===== src/rtl/controle_jogo_drone.sv =====
// Main control FSM of the drone game: menu selection, movement requests,
// hard-mode obstacle scheduling, collision handling and win/lose sequencing.
module controle_jogo_drone #(
    parameter int TEMPO_REPETE       = 1000,
    parameter int PERIODO_OBSTACULO  = 2000,
    parameter int TEMPO_INVULNERAVEL = 200,
    parameter int VIDAS_MAX          = 3
) (
    input  logic       clock,
    input  logic       reset,
    input  logic       iniciar,
    input  logic       confirma,
    input  logic [1:0] controle_vertical,
    input  logic [1:0] controle_horizontal,
    input  logic       colisao,
    input  logic       chegou_fim,
    output logic       zera,
    output logic       conta_h,
    output logic       sentido_h,
    output logic       conta_v,
    output logic       sentido_v,
    output logic       atualiza_obstaculos,
    output logic       registra_colisao,
    output logic [1:0] modo,
    output logic [1:0] vidas,
    output logic       venceu,
    output logic       perdeu,
    output logic [3:0] db_estado
);
    typedef enum logic [3:0] {
        INICIAL       = 4'h0,
        PREPARA       = 4'h1,
        ESCOLHE_MODO  = 4'h2,
        ESCOLHE_VIDAS = 4'h3,
        ESPERA_JOGADA = 4'h4,
        MOVE          = 4'h5,
        VERIFICA      = 4'h6,
        COLISAO       = 4'h7,
        INVULNERAVEL  = 4'h8,
        VENCEU        = 4'h9,
        PERDEU        = 4'hA
    } estado_t;

    localparam int REP_W = $clog2(TEMPO_REPETE + 1);
    localparam int OBS_W = $clog2(PERIODO_OBSTACULO + 1);
    localparam int INV_W = $clog2(TEMPO_INVULNERAVEL + 1);
    localparam logic [REP_W-1:0] REP_FIM     = REP_W'(TEMPO_REPETE - 1);
    localparam logic [OBS_W-1:0] OBS_FIM     = OBS_W'(PERIODO_OBSTACULO - 1);
    localparam logic [OBS_W-1:0] OBS_RECARGA = OBS_W'(1);
    localparam logic [INV_W-1:0] INV_FIM     = INV_W'(TEMPO_INVULNERAVEL - 1);
    localparam logic [1:0]       VIDAS_LIM   = 2'(VIDAS_MAX);

    estado_t          estado_q, estado_d;
    logic [1:0]       modo_q, modo_d, vidas_q, vidas_d;
    logic             confirma_q;
    logic [1:0]       vert_q, horiz_q;
    logic [REP_W-1:0] rep_cnt_q, rep_cnt_d;
    logic [OBS_W-1:0] obs_cnt_q, obs_cnt_d;
    logic [INV_W-1:0] inv_cnt_q, inv_cnt_d;
    logic             atualiza_q, atualiza_d;
    logic             mov_vert_q, mov_vert_d, mov_sent_q, mov_sent_d;

    function automatic logic [1:0] normaliza(input logic [1:0] c);
        return (c == 2'b01 || c == 2'b10) ? c : 2'b00;
    endfunction

    logic [1:0] vert_n, horiz_n, vert_p, horiz_p;
    logic       confirma_borda, borda_v, borda_h, cmd_mudou, cmd_ativo;
    logic       repete_ativo, rep_dispara, req_v, req_h, pedido;
    logic       obs_ativo, obs_expira;

    assign vert_n         = normaliza(controle_vertical);
    assign horiz_n        = normaliza(controle_horizontal);
    assign vert_p         = normaliza(vert_q);
    assign horiz_p        = normaliza(horiz_q);
    assign confirma_borda = confirma && !confirma_q;
    assign borda_v        = (vert_n != 2'b00) && (vert_p == 2'b00);
    assign borda_h        = (horiz_n != 2'b00) && (horiz_p == 2'b00);
    assign cmd_mudou      = {vert_n, horiz_n} != {vert_p, horiz_p};
    assign cmd_ativo      = (vert_n != 2'b00) || (horiz_n != 2'b00);

    // The repeat counter keeps running through MOVE/VERIFICA so held moves stay evenly spaced.
    assign repete_ativo = (estado_q == ESPERA_JOGADA) || (estado_q == MOVE) || (estado_q == VERIFICA);
    assign rep_dispara  = repete_ativo && cmd_ativo && !cmd_mudou && (rep_cnt_q == REP_FIM);
    assign req_v        = borda_v || (rep_dispara && vert_n != 2'b00);
    assign req_h        = borda_h || (rep_dispara && vert_n == 2'b00 && horiz_n != 2'b00);
    assign pedido       = req_v || req_h;

    assign obs_ativo  = (estado_q == ESPERA_JOGADA) && (modo_q == 2'b01);
    assign obs_expira = obs_ativo && !atualiza_q && (obs_cnt_q >= OBS_FIM);

    always_comb begin
        rep_cnt_d = rep_cnt_q + 1'b1;
        if (!repete_ativo || !cmd_ativo || cmd_mudou || rep_cnt_q == REP_FIM)
            rep_cnt_d = '0;
        inv_cnt_d = (estado_q == INVULNERAVEL) ? inv_cnt_q + 1'b1 : '0;
    end

    // Reload at 1 credits the VERIFICA cycle after each update, keeping idle updates one period apart.
    always_comb begin
        obs_cnt_d  = obs_cnt_q;
        atualiza_d = 1'b0;
        if (estado_q == PREPARA || modo_q != 2'b01) begin
            obs_cnt_d = '0;
        end else if (obs_ativo) begin
            if (obs_expira) begin
                if (!pedido) begin
                    obs_cnt_d  = OBS_RECARGA;
                    atualiza_d = 1'b1;
                end
            end else begin
                obs_cnt_d = obs_cnt_q + 1'b1;
            end
        end
    end

    // NOTE: every variable gets a default first, so no path can infer a latch.
    always_comb begin
        estado_d   = estado_q;
        modo_d     = modo_q;
        vidas_d    = vidas_q;
        mov_vert_d = mov_vert_q;
        mov_sent_d = mov_sent_q;
        case (estado_q)
            INICIAL: if (iniciar) estado_d = PREPARA;
            PREPARA: begin
                modo_d   = 2'b00;
                vidas_d  = 2'b01;
                estado_d = ESCOLHE_MODO;
            end
            ESCOLHE_MODO: begin
                if (borda_v) modo_d = (vert_n == 2'b01) ? 2'b01 : 2'b00;
                if (confirma_borda) estado_d = ESCOLHE_VIDAS;
            end
            ESCOLHE_VIDAS: begin
                if (borda_v && vert_n == 2'b01 && vidas_q < VIDAS_LIM) vidas_d = vidas_q + 2'd1;
                if (borda_v && vert_n == 2'b10 && vidas_q > 2'd1)      vidas_d = vidas_q - 2'd1;
                if (confirma_borda) estado_d = ESPERA_JOGADA;
            end
            ESPERA_JOGADA: begin
                // The update pulse cycle only hands over to VERIFICA; requests in it are dropped.
                if (atualiza_q) begin
                    estado_d = VERIFICA;
                end else if (req_v) begin
                    estado_d   = MOVE;
                    mov_vert_d = 1'b1;
                    mov_sent_d = (vert_n == 2'b01);
                end else if (req_h) begin
                    estado_d   = MOVE;
                    mov_vert_d = 1'b0;
                    mov_sent_d = (horiz_n == 2'b01);
                end
            end
            MOVE: estado_d = VERIFICA;
            VERIFICA: begin
                if (colisao)         estado_d = COLISAO;
                else if (chegou_fim) estado_d = VENCEU;
                else                 estado_d = ESPERA_JOGADA;
            end
            COLISAO: begin
                if (vidas_q <= 2'd1) begin
                    vidas_d  = 2'b00;
                    estado_d = PERDEU;
                end else begin
                    vidas_d  = vidas_q - 2'd1;
                    estado_d = INVULNERAVEL;
                end
            end
            INVULNERAVEL: if (inv_cnt_q == INV_FIM) estado_d = ESPERA_JOGADA;
            VENCEU, PERDEU: if (iniciar) estado_d = PREPARA;
            default: estado_d = INICIAL;
        endcase
    end

    // NOTE: registered state uses non-blocking assignments only.
    always_ff @(posedge clock) begin
        if (reset) begin
            estado_q   <= INICIAL;
            modo_q     <= 2'b00;
            vidas_q    <= 2'b00;
            confirma_q <= 1'b0;
            vert_q     <= 2'b00;
            horiz_q    <= 2'b00;
            rep_cnt_q  <= '0;
            obs_cnt_q  <= '0;
            inv_cnt_q  <= '0;
            atualiza_q <= 1'b0;
            mov_vert_q <= 1'b0;
            mov_sent_q <= 1'b0;
        end else begin
            estado_q   <= estado_d;
            modo_q     <= modo_d;
            vidas_q    <= vidas_d;
            confirma_q <= confirma;
            vert_q     <= controle_vertical;
            horiz_q    <= controle_horizontal;
            rep_cnt_q  <= rep_cnt_d;
            obs_cnt_q  <= obs_cnt_d;
            inv_cnt_q  <= inv_cnt_d;
            atualiza_q <= atualiza_d;
            mov_vert_q <= mov_vert_d;
            mov_sent_q <= mov_sent_d;
        end
    end

    assign zera                = (estado_q == PREPARA);
    assign conta_v             = (estado_q == MOVE) && mov_vert_q;
    assign sentido_v           = conta_v && mov_sent_q;
    assign conta_h             = (estado_q == MOVE) && !mov_vert_q;
    assign sentido_h           = conta_h && mov_sent_q;
    assign atualiza_obstaculos = atualiza_q;
    assign registra_colisao    = (estado_q == COLISAO);
    assign modo                = modo_q;
    assign vidas               = vidas_q;
    assign venceu              = (estado_q == VENCEU);
    assign perdeu              = (estado_q == PERDEU);
    assign db_estado           = estado_q;

endmodule


===== config.mk =====
export PLATFORM = sky130hd
export DESIGN_NAME = controle_jogo_drone
export DESIGN_NICKNAME = d
export VERILOG_FILES = /design/src/rtl/controle_jogo_drone.sv
export SDC_FILE = /design/constraint.sdc
export NUM_CORES = 1
export LEC_CHECK = 0
export ABC_AREA = 1
export BUFFER_PORTS_ARGS = -buffer_cell sky130_fd_sc_hd__buf_2
export CORE_MARGIN = 3
export CORE_UTILIZATION = 55
export DETAILED_ROUTE_END_ITERATION = 12
export GPL_TIMING_DRIVEN = 0
export PLACE_DENSITY = 0.84
export SLEW_MARGIN = 20
export SYNTH_ARGS = -nofsm -noshare
export SYNTH_HDL_FRONTEND = slang
export SYNTH_SLANG_ARGS = --single-unit

===== constraint.sdc =====
create_clock -name clock -period 2.9 [get_ports clock]
set_clock_uncertainty 0.15 [all_clocks]
set_input_delay 0.145 -clock clock [delete_from_list [all_inputs] [get_ports clock]]
set_output_delay 0.145 -clock clock [all_outputs]
set_load 0.01 [all_outputs]

==> flow_summary.yaml <==
critical_path:
  worstSetupStartpointType: "input port"
  crit_arrival_ns: 2.31
  setup.worst_path.class: "input port to flop"
  endpoint_kind: "flop"
  critical_path_peak_fanout: 10
  worst_ep_required_ns: 2.95
clocking:
  ctsHoldBuffers: 6
  clock_path_buffers: 2
  insertion_delay_ns: 0.30
  cts_inserted_buffers: 5
  cts.root.buffer_cell: "sky130_fd_sc_hd__clkbuf_8"
  h-tree-depth: 2
  tritoncts: "done"
  post_cts_resize_count: 0
  clock_sink_count: 44
  clock_pin_slew_of_the_registers_on_the_worst_case_setup_and_hold_paths_ns: 0.09
  post-cts-setup-buffers: 0
final_layout:
  multiInputGateArea_um2: 1540
  nNetsFinal: 467
  area_growth_syn_to_layout_pct: 14.1
  drive_gt1_frac: 0.115
  finish.instance_area_um2: 3100
  filler_cell_count: 384
  antenna_cells_inserted: 0
  layout.area.seq_um2: 881
global_route:
  grt_pass1_vias: 2416
  grt_pass1_wl_mm: 10.5
  antenna_found_initial: 0
  overflow_after_grt: 0
  global_route.usage.total: 0.214
  grt_start_max_net_pins: 16
job:
  max_cap_viol_count: 0
yosys:
  synth_most_common_cell: "sky130_fd_sc_hd__inv_1"
  netlist_area_before_placement_um2: 2720
  net_count_after_synthesis: 429
  synth-seq-cells: 44
  synthDominantCellAreaShare: 0.324
  synth_commonest_cells: "sky130_fd_sc_hd__inv_1, sky130_fd_sc_hd__nor2_1, sky130_fd_sc_hd__nand2_1, sky130_fd_sc_hd__dfxtp_1, sky130_fd_sc_hd__nand3_1"
  ys_types: 37
  synth_area_leader_cell: "sky130_fd_sc_hd__dfxtp_1"
  avgSynthCellArea_um2: 6.72
  netlist_instances: 405
  synth_enable_flop_cells: 0
  async_reset_ff_frac: 0
  yosys_most_used_dff: "sky130_fd_sc_hd__dfxtp_1"
  post_synth_main_area_contributors: "sky130_fd_sc_hd__dfxtp_1, sky130_fd_sc_hd__inv_1, sky130_fd_sc_hd__nor2_1, sky130_fd_sc_hd__nand2_1, sky130_fd_sc_hd__nand3_1"
  seq_area_frac_synth: 0.324
  synth_warnings: 0
floorplan:
  die_h_um: 76.3
  initial_core_util: 0.596
  floorplan.die.width_um: 76.3
  std_cell_rows: 24
  core_region_area_um2: 4560
  io_pins: 27
  fp.dieArea_um2: 5830
power:
  report.power.total_mw: 1.67
  power.density_nw_per_um2: 537
  irDropWorstVdd_v: 0.000445
  leakage_power_nw: 1.33
sta:
  timing.hold.ws_ns: 0.127
  unrepaired_setup_endpoints_after_global_routing: "false"
  worst_pin_slew_ns: 0.533
  timing.final.crit_period_ns: 2.27
  setup_total_negative_slack_ns: 0
  final-max-slew-violation-count: 0
  final_hold_viol_count: 0
  finalSetupViolCount: 0
  fmax_mhz: 441
  part_of_the_cycle_the_worst_path_needs: 0.781
  rel_slew_slack: 0.644
place:
  placement.cell_area_um2: 2930
  routabilityCongestion: 0.892
  io_buffers: 25
  detailedPlacementHpwl_mm: 4.47
detailed_routing:
  drtIter0Drc: 203
  drtAntennaViolNets: 0
  via_per_inst: 5.16
  first_pass_iters: 5
  drt_wl_total_mm: 6.04
  drc: 0
  route.vias.total: 2624
  wl_per_cell_um: 11.9
status:
  run_status: "finished clean"
min_path:
  min_path_type: "input port to flop"
-- report_power, final --
| group | internal (mW) | switching (mW) |
|---|---|---|
| registers | 0.641 | 0.0477 |
| logic | 0.170 | 0.320 |
| clock network | 0.260 | 0.229 |
| total | 1.07 | 0.597 |
-- layer usage --
layer  wire length [um]  GRT usage
met1               2760      0.270
met5                  0          0
met4                 83     0.0670
met2               2930      0.376
met3                274     0.0307
-- path summary, 6_finish.rpt --
kind | from | cells after the start | slack, ns | endpoint
worst max-delay path | controle_vertical[0] | 14 | 0.63 | obs_cnt_q[0]
worst min-delay path | colisao | 5 | 0.13 | db_estado[1]
worst max register to register | obs_cnt_q[0] | 8 | 0.86 | obs_cnt_q[9]
worst min register to register | rep_cnt_q[0] | 1 | 0.30 | rep_cnt_q[0]
-- sequential cells by signal, indices dropped and copies added (netlist names), 2 cells and up --
name / flops
db_estado: 4
rep_cnt_q: 10
inv_cnt_q: 8
vert_q: 2
horiz_q: 2
obs_cnt_q: 11
vidas: 2
-- critical path, cell delays in order --
cell                            delay, ns
sky130_fd_sc_hd__dlygate4sd3_1       0.52
sky130_fd_sc_hd__buf_2               0.12
sky130_fd_sc_hd__inv_1               0.05
sky130_fd_sc_hd__ha_1                0.36
sky130_fd_sc_hd__nand2_1             0.09
sky130_fd_sc_hd__nand3_1             0.08
sky130_fd_sc_hd__nor2_1              0.15
sky130_fd_sc_hd__nand3_2             0.13
sky130_fd_sc_hd__o211ai_1            0.18
sky130_fd_sc_hd__nand2_2             0.21
sky130_fd_sc_hd__nand2_2             0.12
sky130_fd_sc_hd__nand2_1             0.05
sky130_fd_sc_hd__nand3_1             0.06
sky130_fd_sc_hd__inv_1               0.04
-- per-stage QoR --
step	instances	utilization	setup slack (ns)
2_1_floorplan	405	-	1.13
3_3_place_gp	495	0.641	0.848
3_5_place_dp	495	0.641	0.849
4_1_cts	509	0.680	0.642
5_1_grt	509	0.680	0.423
6_report	509	0.680	0.634
-- logic make-up after synthesis --
kind of cell               Yosys count  share of synthesized area
AOI/OAI and AO/OA                   44                     0.0952
buffers and inverters               78                      0.110
adders and majority gates           14                     0.0644
DFF                                 44                      0.324
xor gates and xnor gates            15                     0.0483
and+or+nand+nor                    209                      0.357
other                                1                    0.00138
-- layout make-up --
| cell class | count | share of cell area |
|---|---|---|
| clock inverters | 3 | 0.0153 |
| plain buffers | 6 | 0.00927 |
| well taps | 65 | 0.0262 |
| clock buffers | 5 | 0.0222 |
| inverters | 72 | 0.0871 |
| flip-flops and latches | 44 | 0.284 |
| repair buffers | 31 | 0.0597 |
| multi-input cells | 283 | 0.497 |
-- cell usage in the layout, fill, tap and decap left out, types with 2 or more instances in the layout --
cell type / count
sky130_fd_sc_hd__inv_1: 72
sky130_fd_sc_hd__nor2_1: 66
sky130_fd_sc_hd__nand2_1: 64
sky130_fd_sc_hd__dfxtp_1: 44
sky130_fd_sc_hd__nand3_1: 39
sky130_fd_sc_hd__buf_2: 27
sky130_fd_sc_hd__a21oi_1: 20
sky130_fd_sc_hd__nor3_1: 14
sky130_fd_sc_hd__ha_1: 14
sky130_fd_sc_hd__xor2_1: 12
sky130_fd_sc_hd__o21ai_0: 12
sky130_fd_sc_hd__dlygate4sd3_1: 6
sky130_fd_sc_hd__nand4_1: 5
sky130_fd_sc_hd__clkbuf_8: 5
sky130_fd_sc_hd__nand3b_1: 4
sky130_fd_sc_hd__o211ai_1: 4
sky130_fd_sc_hd__xnor2_1: 3
sky130_fd_sc_hd__nand2_2: 3
sky130_fd_sc_hd__nor3b_1: 3
sky130_fd_sc_hd__nor2_4: 2
sky130_fd_sc_hd__nor3_2: 2
sky130_fd_sc_hd__nand2_4: 2
sky130_fd_sc_hd__clkbuf_1: 2
sky130_fd_sc_hd__clkinv_4: 2
Power figures use the tool's default switching activity.
